==> config.mk <==
export PLATFORM = sky130hd
export DESIGN_NAME = sim_clint_hart
export DESIGN_NICKNAME = d
export VERILOG_FILES = /design/src/rtl/sim_clint_model.sv
export SDC_FILE = /design/constraint.sdc
export NUM_CORES = 1
export LEC_CHECK = 0
export CELL_PAD_IN_SITES_DETAIL_PLACEMENT = 1
export CELL_PAD_IN_SITES_GLOBAL_PLACEMENT = 2
export CORE_MARGIN = 5
export CORE_UTILIZATION = 22
export CTS_BUF_LIST = sky130_fd_sc_hd__clkbuf_4 sky130_fd_sc_hd__clkbuf_8
export CTS_CLUSTER_DIAMETER = 40
export DETAILED_ROUTE_END_ITERATION = 8
export HOLD_SLACK_MARGIN = 0.05
export PLACE_DENSITY_LB_ADDON = 0.1
export SYNTH_ARGS = -nofsm -noshare
export SYNTH_HDL_FRONTEND = slang
export SYNTH_SLANG_ARGS = --single-unit
==> constraint.sdc <==
create_clock -name clk_i -period 2.4 [get_ports clk_i]
set_input_delay 0.36 -clock clk_i [delete_from_list [all_inputs] [get_ports clk_i]]
set_output_delay 0.36 -clock clk_i [all_outputs]
set_load 0.02 [all_outputs]
==> src/rtl/sim_clint_model.sv <==
// Simulation CLINT: msip/mtimecmp/mtime register block with a valid/ready access port.
// Optional mtime-triggered interrupt injector enabled by SIM_CLINT_IRQ_INJECT_EN.

module sim_clint_hart #(
    parameter int XLEN = 64
) (
    input  logic            clk_i,
    input  logic            rst_n_i,
    input  logic [XLEN-1:0] mtime,
    input  logic [XLEN-1:0] wdata,
    input  logic            wr_msip,
    input  logic            wr_cmp,
`ifdef SIM_CLINT_IRQ_INJECT_EN
    input  logic            wr_inj_at,
    input  logic            wr_inj_ctl,
    output logic [XLEN-1:0] inj_at,
    output logic [1:0]      inj_ctl,
`endif
    input  logic            ext_mei,
    input  logic            ext_sei,
    output logic            msip,
    output logic [XLEN-1:0] mtimecmp,
    output logic            mti,
    output logic            mei,
    output logic            sei
);
    logic [1:0] mei_sync;
    logic [1:0] sei_sync;

    always_ff @(posedge clk_i) begin
        if (!rst_n_i) begin
            msip     <= 1'b0;
            mtimecmp <= '1;
            mti      <= 1'b0;
            mei_sync <= 2'b00;
            sei_sync <= 2'b00;
        end else begin
            if (wr_msip) msip <= wdata[0];
            if (wr_cmp)  mtimecmp <= wdata;
            mti      <= (mtime >= mtimecmp);
            mei_sync <= {mei_sync[0], ext_mei};
            sei_sync <= {sei_sync[0], ext_sei};
        end
    end

`ifdef SIM_CLINT_IRQ_INJECT_EN
    // hit[0] drives mei, hit[1] drives sei; sticky until the control word is cleared
    logic [1:0] hit;

    always_ff @(posedge clk_i) begin
        if (!rst_n_i) begin
            inj_at  <= '1;
            inj_ctl <= 2'b00;
            hit     <= 2'b00;
        end else begin
            if (wr_inj_at) inj_at <= wdata;
            if (wr_inj_ctl) begin
                inj_ctl <= wdata[1:0];
                if (wdata[1:0] == 2'b00) hit <= 2'b00;
            end else if (mtime == inj_at) begin
                hit <= hit | inj_ctl;
            end
        end
    end

    assign mei = mei_sync[1] | hit[0];
    assign sei = sei_sync[1] | hit[1];
`else
    assign mei = mei_sync[1];
    assign sei = sei_sync[1];
`endif
endmodule

==> metrics <==
final weighted congestion of routability-driven global placement=0.7291; WL/cell=15.96 um; Final Core Density=37.07%; die width=142.3 um; highest-delay cell along the critical path=clkdlybuf4s50_1; instance area after placement=0.006191 mm2; Worst Clk Skew=0.007422 ns; post-route design area=0.006390 mm2; count of final hold-check violations=0; leakage power=0.003003 uW; startpoint type of the worst setup path=input port; Via-to-Cell Ratio=4.406; startpoint of the most critical register-to-register path=mtimecmp[5]; number of buffers inserted during clock tree synthesis=9; placed cell count=871; drc violations=0; fraction of layout cells with a size suffix above 1=5.144%; total iterations of the first detailed-routing run=4; part of the total power dissipated in sequential elements=41.1%; Power Dens Cells=487.8 mW/mm2; status=complete, no violations; multiplexer share of the synthesized area=0.5196%; Max FO, Critical Path=2; final hold slack=0.4187 ns; transition time of the tightest slew-check pin=0.6052 ns; Ant. Diodes=0; growth of design area from synthesis to finish=65.87%; DRC violation total after the first TritonRoute iteration=68; row count=48; switching part of the total power=29.72%; Combinational Power Share=29.3%; Total Die Area=0.02026 mm2; post-detail-place hpwl=11.46 mm; switching pwr=926.5 uW; fraction of the mapped netlist area in compound gates=20.17%; element type at the critical path end=flop; max-cap viol count=0; YS warnings=0; register clock-pin slew on the reported worst setup and hold paths=0.07 ns; H-tree levels=3; class of the tightest hold or removal check=input port to flop; worst-case clock buffer depth=2; highest clock rate=449.9 MHz; remaining global-route overflow=0; number of nets with antenna violations after detailed routing=0; area of all sequential standard cells=0.001401 mm2; synthesized cell area=0.003852 mm2; Reg2Reg Depth=8; CTS Root Cell=clkbuf_8; post-synthesis share of cell area spent on and, or, nand and nor gates=13.67%; main combinational cell family by area after synthesis=adder cells; later-pin clock latency in the skew report=0.36 ns; aggregate negative setup slack=0 ns; hold worst-path end=mtimecmp[0]; total nets after synthesis=652; count of final setup violators=0; placeable core region=0.01724 mm2; I/O pin total=202; combined area of the multi-input logic cells=0.002145 mm2; total wirelength of the detailed-routed design=14.14 mm; clk sinks=70; peak per-stage delay on the critical path=0.41 ns; FF-to-FF End=mti; Post-Syn Instances=454; R2R setup slack=0.21 ns; vertical die dimension=142.3 um; critical path, cell by cell=clkdlybuf4s50_1 > ha_1 > a21oi_1 > o21ai_0 > a221o_1 > o31a_1 > a2111oi_4 > o41ai_2; register bit count reported by yosys=70; total of fill cells in the finished design=2002; port buffer count=201; wire length of the first global-routing pass=22.04 mm; internal power=2190 uW; TritonCTS clock tree=built; gr usage total=13.85%; WS Path Type=input port to flop; CP Data Arrival Time=2.46 ns; power share of the clock group=29.6%; arithmetic-cell share of the synthesized area counting full adders, half adders and majority gates=20.79%; Post-Syn Area per Cell=8.486 um2; hold path start=rst_n_i; final max-slew violation count=0; via count of the first global-routing pass=4360; pin count of the biggest net entering global routing=54; number of distinct library cells after synthesis=30; unrepaired setup endpoints after global routing=no; Peak VDD IR=0.2033 mV; initial core utilization=22.35%; xor and xnor fraction of the mapped netlist area=0%; worst path required time=2.63 ns; total number of vias=3904; cell depth of the worst hold path=2; number of antenna violations at the first check in global routing=0; worst slew slack as a fraction of its limit=59.65%; post-synthesis sequential area ratio=36.38%; minimum period implied by the final worst setup slack=2.223 ns; Non-Filler Instances=886; number of nets in the final layout=855; final critical-path share of the clock period=92.61%
-- cell families after synthesis --
logic type / count (synthesis)
flops: 70
buf+inv: 87
simple gates: 121
mux: 2
fa+ha+maj: 64
compound gates: 110
-- final cells by class --
cell class                      instances  share of cell area, %
Multi-Input combinational cell        297                  33.56
Timing Repair Buffer                  214                  33.48
Sequential cell                        70                  21.93
Tap cell                              225                  4.406
Inverter                               65                  3.818
Clock buffer                           14                  2.722
Clock inverter                          1                0.07832
-- timing repair --
| action | in CTS | in global routing |
|---|---|---|
| setup endpoints to repair | 0 | 1 |
| resized for setup | 0 | 4 |
| hold buffers | 0 | 0 |
| buffers inserted | 0 | 0 |
-- through the flow --
step	total power (uW)	setup WS [ns]
after global routing	3331	0.01891
final	3117	0.1774
after global placement	2216	-0.3497
after floorplan	1715	0.3241
after detailed placement	2233	-0.3461
after CTS	3188	0.04362
-- flip-flops by register name (all words and copies together) (netlist names) --
signal    flops
mtimecmp     64
mti           1
msip          1
mei_sync      2
sei_sync      2
-- power by group through the flow --
stage	clock network, uW	registers, uW	logic (uW)
floorplan	0	1400	315
global placement	0	1310	911
detailed placement	0	1310	923
CTS	975	1280	930
global route	1030	1290	1010
finish	923	1280	913
-- layout by cell type (no fill, tap or decap), drive strengths merged, types with 3 or more instances in the layout --
master,instances
nand3,10
a21oi,24
nand2,80
buf,15
a2111oi,3
ha,64
clkbuf,14
dfxtp,70
nor2,6
clkdlybuf4s50,199
nand4,13
inv,65
o211ai,64
o21ai,7
and2,4
-- cells in the mapped netlist --
| cell type | n | area [um2] |
|---|---|---|
| nand3_1 | 10 | 50.05 |
| ha_1 | 64 | 800.8 |
| and2_1 | 4 | 25.02 |
| nor2_1 | 6 | 22.52 |
| a31oi_1 | 1 | 6.260 |
| o221ai_1 | 1 | 8.760 |
| nor3_1 | 2 | 10.01 |
| o211ai_1 | 64 | 480.5 |
| clkbuf_1 | 17 | 63.81 |
| o21ai_0 | 7 | 35.03 |
| inv_1 | 65 | 244.0 |
| a221o_1 | 1 | 10.01 |
| nand2b_1 | 1 | 6.260 |
| dfxtp_1 | 70 | 1401 |
| a21oi_1 | 24 | 120.1 |
| nand2_1 | 80 | 300.3 |
| a221oi_1 | 2 | 17.52 |
| nand4_1 | 13 | 81.33 |
| a2111oi_2 | 1 | 15.01 |
| a21o_1 | 2 | 15.01 |
| buf_1 | 5 | 18.77 |
| nor2b_1 | 2 | 12.51 |
| nor4_1 | 2 | 12.51 |
| a211oi_1 | 2 | 15.01 |
| and3_1 | 1 | 6.260 |
| a21boi_2 | 1 | 11.26 |
| a2111oi_0 | 2 | 17.52 |
| o31a_1 | 1 | 8.760 |
| o41ai_2 | 1 | 16.27 |
| mux2i_1 | 2 | 20.02 |
-- critical path: cells and delay by family --
family | cells | cell delay [ns]
fa+ha+maj | 1 | 0.31
compound gates | 6 | 1.38
buf+inv | 1 | 0.41
-- layer usage --
| metal | global-route usage [%] | vias to the layer above | part of all wire, % |
|---|---|---|---|
| met5 | 0 | - | 0 |
| met4 | 4.502 | 0 | 1.3 |
| met3 | 5.410 | 10 | 9.0 |
| met2 | 22.88 | 116 | 47 |
| met1 | 16.57 | 1787 | 43 |
| li1 | - | 1991 | - |
-- how the worst max path moves through the flow --
stage,slack (ns),cells after the start,end,from
6_report,0.18,8,mti,mtime[5]
4_1_cts,0.04,9,mti,mtime[35]
3_5_place_dp,-0.35,9,mti,mtime[35]
5_1_grt,0.02,9,mti,mtimecmp[14]
3_3_place_gp,-0.35,9,mti,mtime[35]
2_1_floorplan,0.32,8,mti,mtimecmp[14]
Note: power is estimated with default switching activity, not from simulation.
